<file path="config.mk">
export PLATFORM = sky130hd
export DESIGN_NAME = seq_divider_flat
export DESIGN_NICKNAME = d
export VERILOG_FILES = /design/src/rtl/seq_divider_if.sv /design/src/rtl/seq_divider.sv /design/src/flat_wrapper.sv
export SDC_FILE = /design/constraint.sdc
export NUM_CORES = 1
export LEC_CHECK = 0
export CORE_MARGIN = 3
export CORE_UTILIZATION = 50
export CTS_BUF_LIST = sky130_fd_sc_hd__clkbuf_4 sky130_fd_sc_hd__clkbuf_8 sky130_fd_sc_hd__clkbuf_16
export CTS_CLUSTER_SIZE = 28
export DETAILED_ROUTE_END_ITERATION = 10
export PLACE_DENSITY = 0.8
export SKIP_LAST_GASP = 1
export SLEW_MARGIN = 20
export SYNTH_ARGS = -nofsm -noshare
export SYNTH_HDL_FRONTEND = slang
export SYNTH_SLANG_ARGS = --single-unit
</file>
<file path="constraint.sdc">
create_clock -name clk -period 6.7 [get_ports clk]
set_input_delay 1.34 -clock clk [delete_from_list [all_inputs] [get_ports clk]]
set_output_delay 1.34 -clock clk [all_outputs]
set_load 0.05 [all_outputs]
</file>
<file path="src/rtl/seq_divider_if.sv">
// rtl/seq_divider_if.sv - request/result bundle for the sequential divider
//
// Purpose: groups the divider's request operands and registered results so
// the requester (master) and the divider (slave) connect through one port.
// Signals:
//   start      master->slave  request, sampled while busy=0
//   isSigned   master->slave  1 = two's-complement divide
//   dividend   master->slave  numerator
//   divisor    master->slave  denominator
//   quotient   slave->master  registered quotient
//   remainder  slave->master  registered remainder
//   busy       slave->master  iteration sequence in progress
//   done       slave->master  one-cycle completion pulse
//   divByZero  slave->master  last completed operation had divisor 0
interface seq_divider_if #(
  parameter int WIDTH = 32
);
  logic             start;
  logic             isSigned;
  logic [WIDTH-1:0] dividend;
  logic [WIDTH-1:0] divisor;
  logic [WIDTH-1:0] quotient;
  logic [WIDTH-1:0] remainder;
  logic             busy;
  logic             done;
  logic             divByZero;

  modport master (
    output start, isSigned, dividend, divisor,
    input  quotient, remainder, busy, done, divByZero
  );

  modport slave (
    input  start, isSigned, dividend, divisor,
    output quotient, remainder, busy, done, divByZero
  );
endinterface

</file>
<file path="src/rtl/seq_divider.sv">
// rtl/seq_divider.sv - restoring shift-subtract divider, one bit per clock
//
// Purpose: signed/unsigned WIDTH-bit divide over WIDTH iterations. Results
// are registered only on completion, so outputs never show partial values.
// Ports:
//   clk    single clock, rising edge
//   rst_n  asynchronous active-low reset
//   bus    seq_divider_if.slave (start/isSigned/dividend/divisor in,
//          quotient/remainder/busy/done/divByZero out)
module seq_divider #(
  parameter int WIDTH = 32
) (
  input  logic          clk,
  input  logic          rst_n,
  seq_divider_if.slave  bus
);

  localparam int CW = $clog2(WIDTH);

  localparam logic [1:0] S_IDLE = 2'd0;
  localparam logic [1:0] S_RUN  = 2'd1;
  localparam logic [1:0] S_DONE = 2'd2;

  logic [1:0]       state_q, state_d;
  logic [CW-1:0]    cnt_q, cnt_d;
  logic [WIDTH-1:0] rem_q, rem_d;       // partial remainder
  logic [WIDTH-1:0] quo_q, quo_d;       // dividend bits shifting out, quotient bits in
  logic [WIDTH-1:0] dvs_q, dvs_d;       // divisor magnitude
  logic             neg_quo_q, neg_quo_d;
  logic             neg_rem_q, neg_rem_d;
  logic [WIDTH-1:0] quotient_q, quotient_d;
  logic [WIDTH-1:0] remainder_q, remainder_d;
  logic             dbz_q, dbz_d;

  logic             dd_neg, ds_neg;
  logic [WIDTH-1:0] dd_mag, ds_mag;
  logic [WIDTH:0]   trial;
  logic [WIDTH-1:0] step_rem, step_quo;

  // Magnitudes fit in WIDTH unsigned bits even for the most negative value.
  assign dd_neg = bus.isSigned & bus.dividend[WIDTH-1];
  assign ds_neg = bus.isSigned & bus.divisor[WIDTH-1];
  assign dd_mag = dd_neg ? -bus.dividend : bus.dividend;
  assign ds_mag = ds_neg ? -bus.divisor  : bus.divisor;

  // One restoring step: shift next dividend bit into the partial remainder
  // and subtract; a borrow (trial MSB) means keep the shifted value.
  assign trial    = {rem_q, quo_q[WIDTH-1]} - {1'b0, dvs_q};
  assign step_rem = trial[WIDTH] ? {rem_q[WIDTH-2:0], quo_q[WIDTH-1]} : trial[WIDTH-1:0];
  assign step_quo = {quo_q[WIDTH-2:0], ~trial[WIDTH]};

  always_comb begin
    state_d     = state_q;
    cnt_d       = cnt_q;
    rem_d       = rem_q;
    quo_d       = quo_q;
    dvs_d       = dvs_q;
    neg_quo_d   = neg_quo_q;
    neg_rem_d   = neg_rem_q;
    quotient_d  = quotient_q;
    remainder_d = remainder_q;
    dbz_d       = dbz_q;
    case (state_q)
      S_IDLE, S_DONE: begin
        state_d = S_IDLE;
        if (bus.start) begin
          cnt_d     = '0;
          rem_d     = '0;
          quo_d     = dd_mag;
          dvs_d     = ds_mag;
          neg_quo_d = dd_neg ^ ds_neg;
          neg_rem_d = dd_neg;
          dbz_d     = 1'b0;
          if (bus.divisor == '0) begin
            // Divide by zero completes immediately with fixed results.
            state_d     = S_DONE;
            quotient_d  = '1;
            remainder_d = bus.dividend;
            dbz_d       = 1'b1;
          end else begin
            state_d = S_RUN;
          end
        end
      end
      S_RUN: begin
        rem_d = step_rem;
        quo_d = step_quo;
        cnt_d = cnt_q + CW'(1);
        if (cnt_q == CW'(WIDTH - 1)) begin
          state_d     = S_DONE;
          quotient_d  = neg_quo_q ? -step_quo : step_quo;
          remainder_d = neg_rem_q ? -step_rem : step_rem;
        end
      end
      default: state_d = S_IDLE;
    endcase
  end

  always_ff @(posedge clk or negedge rst_n) begin
    if (!rst_n) begin
      state_q     <= S_IDLE;
      cnt_q       <= '0;
      rem_q       <= '0;
      quo_q       <= '0;
      dvs_q       <= '0;
      neg_quo_q   <= 1'b0;
      neg_rem_q   <= 1'b0;
      quotient_q  <= '0;
      remainder_q <= '0;
      dbz_q       <= 1'b0;
    end else begin
      state_q     <= state_d;
      cnt_q       <= cnt_d;
      rem_q       <= rem_d;
      quo_q       <= quo_d;
      dvs_q       <= dvs_d;
      neg_quo_q   <= neg_quo_d;
      neg_rem_q   <= neg_rem_d;
      quotient_q  <= quotient_d;
      remainder_q <= remainder_d;
      dbz_q       <= dbz_d;
    end
  end

  assign bus.quotient  = quotient_q;
  assign bus.remainder = remainder_q;
  assign bus.divByZero = dbz_q;
  assign bus.busy      = (state_q == S_RUN);
  assign bus.done      = (state_q == S_DONE);

endmodule

</file>
<file path="src/flat_wrapper.sv">
// flat-port wrapper written by rule: the top's interface ports become plain ports
module seq_divider_flat 
#(
  parameter int WIDTH = 32
)
  (clk, rst_n, bus_start, bus_isSigned, bus_dividend, bus_divisor, bus_quotient, bus_remainder, bus_busy, bus_done, bus_divByZero);
  seq_divider_if #(.WIDTH(WIDTH)) bus_i ();
  input  logic clk;
  input  logic rst_n;
  input wire logic [$bits(bus_i.start)-1:0] bus_start;
  input wire logic [$bits(bus_i.isSigned)-1:0] bus_isSigned;
  input wire logic [$bits(bus_i.dividend)-1:0] bus_dividend;
  input wire logic [$bits(bus_i.divisor)-1:0] bus_divisor;
  output wire logic [$bits(bus_i.quotient)-1:0] bus_quotient;
  output wire logic [$bits(bus_i.remainder)-1:0] bus_remainder;
  output wire logic [$bits(bus_i.busy)-1:0] bus_busy;
  output wire logic [$bits(bus_i.done)-1:0] bus_done;
  output wire logic [$bits(bus_i.divByZero)-1:0] bus_divByZero;
  assign bus_i.start = bus_start;
  assign bus_i.isSigned = bus_isSigned;
  assign bus_i.dividend = bus_dividend;
  assign bus_i.divisor = bus_divisor;
  assign bus_quotient = bus_i.quotient;
  assign bus_remainder = bus_i.remainder;
  assign bus_busy = bus_i.busy;
  assign bus_done = bus_i.done;
  assign bus_divByZero = bus_i.divByZero;
  seq_divider #(.WIDTH(WIDTH)) u_core (.clk(clk), .rst_n(rst_n), .bus(bus_i));
endmodule
</file>
==> results of run 1 <==
==> sequential cells by signal (all words and copies together), names as in the netlist <==
signal	count
u_core.neg_rem_q	1
u_core.bus.divByZero	1
u_core.state_q	2
u_core.dvs_q	32
u_core.cnt_q	5
u_core.bus.remainder	32
u_core.rem_q	32
u_core.quo_q	32
u_core.neg_quo_q	1
u_core.bus.quotient	32
==> how the worst min path moves through the flow <==
stage,depth (start not counted),to,startpoint
floorplan,1,u_core.cnt_q[3],u_core.cnt_q[3]
global placement,2,u_core.dvs_q[10],u_core.dvs_q[10]
detailed placement,2,u_core.bus.divByZero,u_core.bus.divByZero
CTS,2,u_core.bus.divByZero,u_core.bus.divByZero
global route,2,u_core.dvs_q[20],u_core.dvs_q[20]
finish,2,u_core.dvs_q[3],u_core.dvs_q[3]
==> synth_stat cells, drive strengths merged, types with 3 or more instances <==
cell       n
and2      14
inv       54
or4       14
a211oi    11
or2        6
nor2     123
clkbuf    45
a31oi     36
o21ai    152
ha        38
o31a       6
o21a       7
a21oi    130
o22ai     17
buf       30
nor4      18
a22o       7
mux2i     30
xnor2     58
nand2    181
or3       24
nand2b     7
o41ai     10
o31ai     26
o21bai     3
and3      11
xor2      75
nand3     21
o2111ai    3
dfrtp    170
nor2b     12
nand4     14
o22a       8
o311a      4
o211ai    13
mux2       7
nor3      30
a41oi      6
a21boi     4
a21o      12
==> worst register-to-register path: stages, from the launching register on <==
cell       delay (ps)
dfrtp_1           500
inv_1              80
ha_1              200
inv_1              70
fa_1              230
a211oi_2          100
nor3_1            290
o21ai_1           220
a211o_1           380
a21oi_4           490
nor2_4             80
inv_2             160
mux2i_1           370
ha_1              300
o2111ai_1         130
mux2_4            350
o31ai_1           310
xnor2_1           120
o21ai_1           260
o21a_1            170
==> logic make-up (layout without fill, tap and decap cells) <==
logic type                 count (synthesis)  count (layout)  synth area share, %
and+or+nand+nor                          485             485                 19.5
buffers and inverters                    129             230                 4.41
xor gates and xnor gates                 133             133                 9.63
DFF                                      170             170                 35.2
adders and majority gates                 39              39                 4.10
muxes                                     37              37                 3.20
AOI/OAI and AO/OA                        471             471                 24.0
==> metrics by stage <==
stage                     area [sq um]  util, %  cells  hold slack (ps)  setup WS [ps]
after global placement           13600     57.6   1852              461           1260
after CTS                        14200     60.2   1884              485           1530
after global routing             14200     60.2   1884              512           1330
after detailed placement         13600     57.6   1852              467           1070
after floorplan                  12100        -   1464              449           2410
final                            14200     60.2   1884              479           1520
==> final cells by class <==
| cell class | instances | area share [%] |
|---|---|---|
| multi-input cells | 1165 | 51.6 |
| flip-flops and latches | 170 | 29.9 |
| repair buffers | 144 | 9.98 |
| clock buffers | 17 | 2.99 |
| well taps | 319 | 2.81 |
| inverters | 54 | 1.43 |
| clock inverters | 15 | 1.23 |
==> per-layer routing <==
layer / GRT usage (%) / wire [um]
met1: 35.3 / 15100
met2: 40.8 / 15500
met3: 3.41 / 2570
met4: 7.12 / 620
met5: 0 / 0
==> Implementation_results.wiki, run 1 <==
{| class="wikitable"
! Metric !! Value
|-
| Status || finished, final reports clean
|-
| Via density || 6.00
|-
| Count of antenna-violating nets left after detailed routing || 0
|-
| Horizontal extent of the die || 162 um
|-
| Unique cell type count in the Yosys netlist || 89
|-
| TritonCTS clock tree || yes
|-
| Worst Setup EP || u_core.bus.remainder[31]
|-
| Maximum number of buffers from clock root to sink || 2
|-
| Crit Path Max Fanout || 30
|-
| Wire length of the first global-routing pass || 53900 um
|-
| Initial antenna violation count || 0
|-
| Proportion of layout cells with a drive suffix above 1 || 5.88%
|-
| Delay contributed by the slowest stage of the critical path || 530 ps
|-
| Area occupied by registers || 4250 sq um
|-
| Cells after Synth || 1464
|-
| Startpoint of the most critical setup path || bus_divisor[1]
|-
| Required time worst endpoint || 7060 ps
|-
| Post-synth ARST share || 100%
|-
| RePlAce Congestion || 0.920
|-
| Detailed-placement wirelength estimate || 25100 um
|-
| Post-cts resize count || 0
|-
| Post-layout minimum cycle time || 5180 ps
|-
| Unrepaired setup endpoints after global routing || no
|-
| Number of enable flip-flop cells after synthesis || 0
|-
| Max H-tree Level || 4
|-
| Post-CTS setup buffers || 0
|-
| Synthesis Warnings || 0
|-
| Measured slew at the worst slew-check pin || 984 ps
|-
| Sequential element share of the synthesized area || 35.2%
|-
| Synthesized flop and latch total || 170
|-
| Family of cells with the greatest summed delay on the critical path || simple AND/OR/NAND/NOR gates
|-
| Pin count of the biggest net entering global routing || 110
|-
| DIE AREA || 26100 sq um
|-
| Number of buffers inserted during clock tree synthesis || 17
|-
| WP buf/inv || 3
|-
| Classification of the worst setup path || in2reg
|-
| Area taken by multi-input logic gates || 7330 sq um
|-
| Critical register-to-register path startpoint || u_core.quo_q[31]
|-
| Synth top area share || 35.2%
|-
| Slew headroom || 34.4%
|-
| Syn_nets || 1571
|-
| Number of DRC violations after detailed routing || 0
|-
| Cell depth of the worst setup path || 14
|-
| Commonest cells after routing, fill and taps aside || 179 x nand2_1, 170 x dfrtp_1, 139 x o21ai_0, 133 x clkdlybuf4s50_1, 129 x a21oi_1
|-
| Reg2reg end || u_core.bus.remainder[14]
|-
| Post-DR wirelength/cell || 17.9 um
|-
| Count of vias placed by the detailed router || 11310
|-
| Path category of the worst min-delay check || reg2reg
|-
| Kind of start point of the critical path || primary input
|-
| Starting Density || 51.2%
|-
| Cell type with the highest aggregate area in the netlist || dfrtp_1
|-
| Clock latency reported for the late side of the worst-skew pair || 440 ps
|-
| Max Clk Rate || 0.193 GHz
|-
| Final setup TNS || 0 ps
|-
| Final hold violation count || 0
|-
| Global-route congestion overflow total || 0
|-
| Hold buffer count at cts || 0
|-
| Rows || 56
|-
| Worst reg-to-reg path cell count || 19
|-
| Violation count after the first detailed-routing iteration || 1077
|-
| Cell breakdown of the critical path || clkdlybuf4s50_1, inv_1, ha_1, or3b_2, or4_4, nor2b_2, and2_2, nand2_2, nor4_4, nor2_2, inv_2, o211ai_1, or3b_1, a21oi_1
|-
| Post-route clock period utilization || 77.3%
|-
| Layout Nets || 1659
|-
| Count of maximum capacitance violations || 0
|-
| Y dimension of the die || 162 um
|-
| Synth-to-Final Area Change || 17.4%
|-
| Post-Synthesis Mean Instance Area || 8.26 sq um
|-
| R2R setup slack || 1810 ps
|-
| Leading cell type in the layout, fill and taps excluded || nand2_1
|-
| Sum of routed wire length over all layers || 33800 um
|-
| Filler Cells Inserted || 2114
|-
| Cell with the largest stage delay on the worst path || inv_2
|-
| Syn Std Cell Area || 12100 sq um
|-
| Vias in the first global route || 10662
|-
| Most instantiated flip-flop cell in the synthesis netlist || dfrtp_1
|-
| Count of final max-slew check failures || 0
|-
| Clk root buf || clkbuf_16
|-
| Final number of setup-violating endpoints || 0
|-
| Clock-pin slew on the worst setup and hold paths || 80 ps
|-
| Critical Path End Type || flop
|-
| Port bufs || 134
|-
| Detailed-router iteration count before antenna repair || 6
|-
| Antenna cells || 0
|-
| Count of clock tree sinks || 170
|-
| Total routing usage reported by global routing || 25.1%
|-
| Data arrival time of the worst path || 5540 ps
|-
| Setup clock skew after layout || 9.66 ps
|-
| Area of the core || 23600 sq um
|-
| Cell types occupying the most area after synthesis || dfrtp_1 35%, o21ai_0 5.8%, nand2_1 5.6%
|-
| Io pins || 135
|}
Power of run 1 is not shown: default switching activity piles up to over one toggle a cycle in this logic, so the estimate is an artifact.
==> run 2, diff against run 1 <==
clock period = 5.1 ns   (was 6.7 ns; I/O delays follow)
==> run 2 against run 1 <==
Compared with the run above:
- worst hold slack better by 1.4 ps
- critical endpoint is now u_core.bus.remainder[16]
- via count is 0.27% higher
- global-route usage is 0.38 points higher
- design area is 0.40% higher
- clock skew hardly changed
- highest routed layer unchanged
- setup slack worse by 740 ps
- critical path depth is 2 higher
- routed wire length is 0.62% higher
- core utilization is 0.24 points higher
==> Implementation_results.wiki, run 2 (same netlist as run 1, synthesis figures left out) <==
{| class="wikitable"
! Metric !! Value
|-
| Required time worst endpoint || 5450 ps (-1610 ps)
|-
| Detailed-router iteration count before antenna repair || 5 (-1)
|-
| Max Clk Rate || 0.231 GHz
|-
| Via density || 6.00 (-0.11%)
|-
| Total routing usage reported by global routing || 25.5% (+0.38 points)
|-
| Non-Filler Instances || 1891 (+0.37%)
|-
| Kind of start point of the critical path || flop
|-
| Post-CTS setup buffers || 0 (unchanged)
|-
| Post-route clock period utilization || 84.7%
|-
| Placed cell count || 1860 (+0.43%)
|-
| Status || finished, final reports clean
|-
| Setup WS post-layout || 779 ps (-744 ps)
|-
| Proportion of layout cells with a drive suffix above 1 || 6.30% (+0.42 points)
|-
| Synth-to-Final Area Change || 17.9%
|-
| Count of vias placed by the detailed router || 11340 (+0.27%)
|-
| R2R setup slack || 780 ps (-1030 ps)
|-
| Post-layout minimum cycle time || 4320 ps
|-
| Vias in the first global route || 10717 (+0.52%)
|-
| Clk root buf || clkbuf_16
|-
| Clock-pin slew on the worst setup and hold paths || 70 ps (about the same)
|-
| Initial antenna violation count || 0 (unchanged)
|-
| Antenna cells || 0 (unchanged)
|-
| Count of final max-slew check failures || 0 (unchanged)
|-
| Final hold violation count || 0 (unchanged)
|-
| Detailed-placement wirelength estimate || 25200 um (+0.65%)
|-
| Max H-tree Level || 4 (unchanged)
|-
| Number of DRC violations after detailed routing || 0 (unchanged)
|-
| Commonest cells after routing, fill and taps aside || 179 x nand2_1, 170 x dfrtp_1, 139 x o21ai_0, 133 x clkdlybuf4s50_1, 129 x a21oi_1
|-
| Count of antenna-violating nets left after detailed routing || 0 (unchanged)
|-
| RePlAce Congestion || 0.905 (-1.6%)
|-
| Post-DR wirelength/cell || 18.0 um (+0.25%)
|-
| Violation count after the first detailed-routing iteration || 1202 (+12%)
|-
| Starting Density || 51.2% (unchanged)
|-
| Final setup TNS || 0 ps (unchanged)
|-
| Path category of the worst min-delay check || reg2reg
|-
| Global-route congestion overflow total || 0 (unchanged)
|-
| Critical Path End Type || flop
|-
| Area of the core || 23600 sq um (unchanged)
|-
| Io pins || 135 (unchanged)
|-
| Number of buffers inserted during clock tree synthesis || 17 (unchanged)
|-
| Setup slack at placement || 496 ps (-578 ps)
|-
| Data arrival time of the worst path || 4670 ps (-870 ps)
|-
| Rows || 56 (unchanged)
|-
| Count of maximum capacitance violations || 0 (unchanged)
|-
| Crit Path Max Fanout || 8 (-73%)
|-
| Final hold slack || 481 ps (+1.39 ps)
|-
| Hold buffer count at cts || 0 (unchanged)
|-
| Port bufs || 134 (unchanged)
|-
| Slew headroom || 31.9% (-2.6 points)
|-
| Horizontal extent of the die || 162 um (unchanged)
|-
| Count of clock tree sinks || 170 (unchanged)
|-
| Wire length of the first global-routing pass || 54200 um (+0.61%)
|-
| Clock latency reported for the late side of the worst-skew pair || 440 ps (about the same)
|-
| Measured slew at the worst slew-check pin || 1020 ps (+37.5 ps)
|-
| Unrepaired setup endpoints after global routing || no
|-
| Layout Nets || 1667 (+0.48%)
|-
| Pin count of the biggest net entering global routing || 117 (+6.4%)
|-
| TritonCTS clock tree || yes
|-
| Classification of the worst setup path || reg2reg
|-
| Sum of routed wire length over all layers || 34000 um (+0.62%)
|-
| Maximum number of buffers from clock root to sink || 2 (unchanged)
|-
| Y dimension of the die || 162 um (unchanged)
|-
| Final number of setup-violating endpoints || 0 (unchanged)
|-
| Leading cell type in the layout, fill and taps excluded || nand2_1
|-
| Post-cts resize count || 0 (unchanged)
|-
| Setup clock skew after layout || 10.1 ps (+0.429 ps)
|-
| DIE AREA || 26100 sq um (unchanged)
|}
-- run 2: cell type report --
class | instances | area (sq um)
Fill cell | 2118 | 9350
Sequential cell | 170 | 4250
Inverter | 54 | 203
Clock buffer | 18 | 439
Tap cell | 319 | 399
Multi-Input combinational cell | 1165 | 7330
Timing Repair Buffer | 152 | 1510
Clock inverter | 13 | 130
-- run 2: final timing paths --
path	startpoint	endpoint	cells past startpoint
worst max-delay path	u_core.rem_q[22]	u_core.bus.remainder[16]	16
worst max register to register	u_core.rem_q[22]	u_core.bus.remainder[16]	16
worst min register to register	u_core.dvs_q[22]	u_core.dvs_q[22]	2
max in group asynchronous	rst_n	u_core.dvs_q[9]	2
worst min-delay path	u_core.dvs_q[22]	u_core.dvs_q[22]	2
min in group asynchronous	rst_n	u_core.bus.quotient[27]	1
-- run 2: worst max-delay path, stage by stage, from the launching register on --
cell and delay [ps]:
dfrtp_1 460, ha_1 460, and3_2 280, nand2_1 70, or3_4 400, a211o_1 290
a21oi_4 190, nor2_4 60, inv_2 140, mux2i_1 300, ha_1 260, o2111ai_1 120
mux2_4 340, nor2_4 220, nand4_1 170, a211o_1 330, a31oi_1 140
-- run 2: per-layer routing --
metal  track usage (%)  up-vias  routed length [um]
li1                  -     5473                   -
met1              35.4     5324               15100
met4              7.04        0                 650
met3              3.62       56                2460
met5                 0        -                   0
met2              41.9      487               15800
-- run 2: metrics by stage --
step / util, % / cell area, sq um
4_1_cts: 60.4 / 14300
2_1_floorplan: - / 12100
5_1_grt: 60.4 / 14300
3_5_place_dp: 58.0 / 13700
3_3_place_gp: 58.0 / 13700
6_report: 60.4 / 14300
Power of run 2 is left out for the same reason.
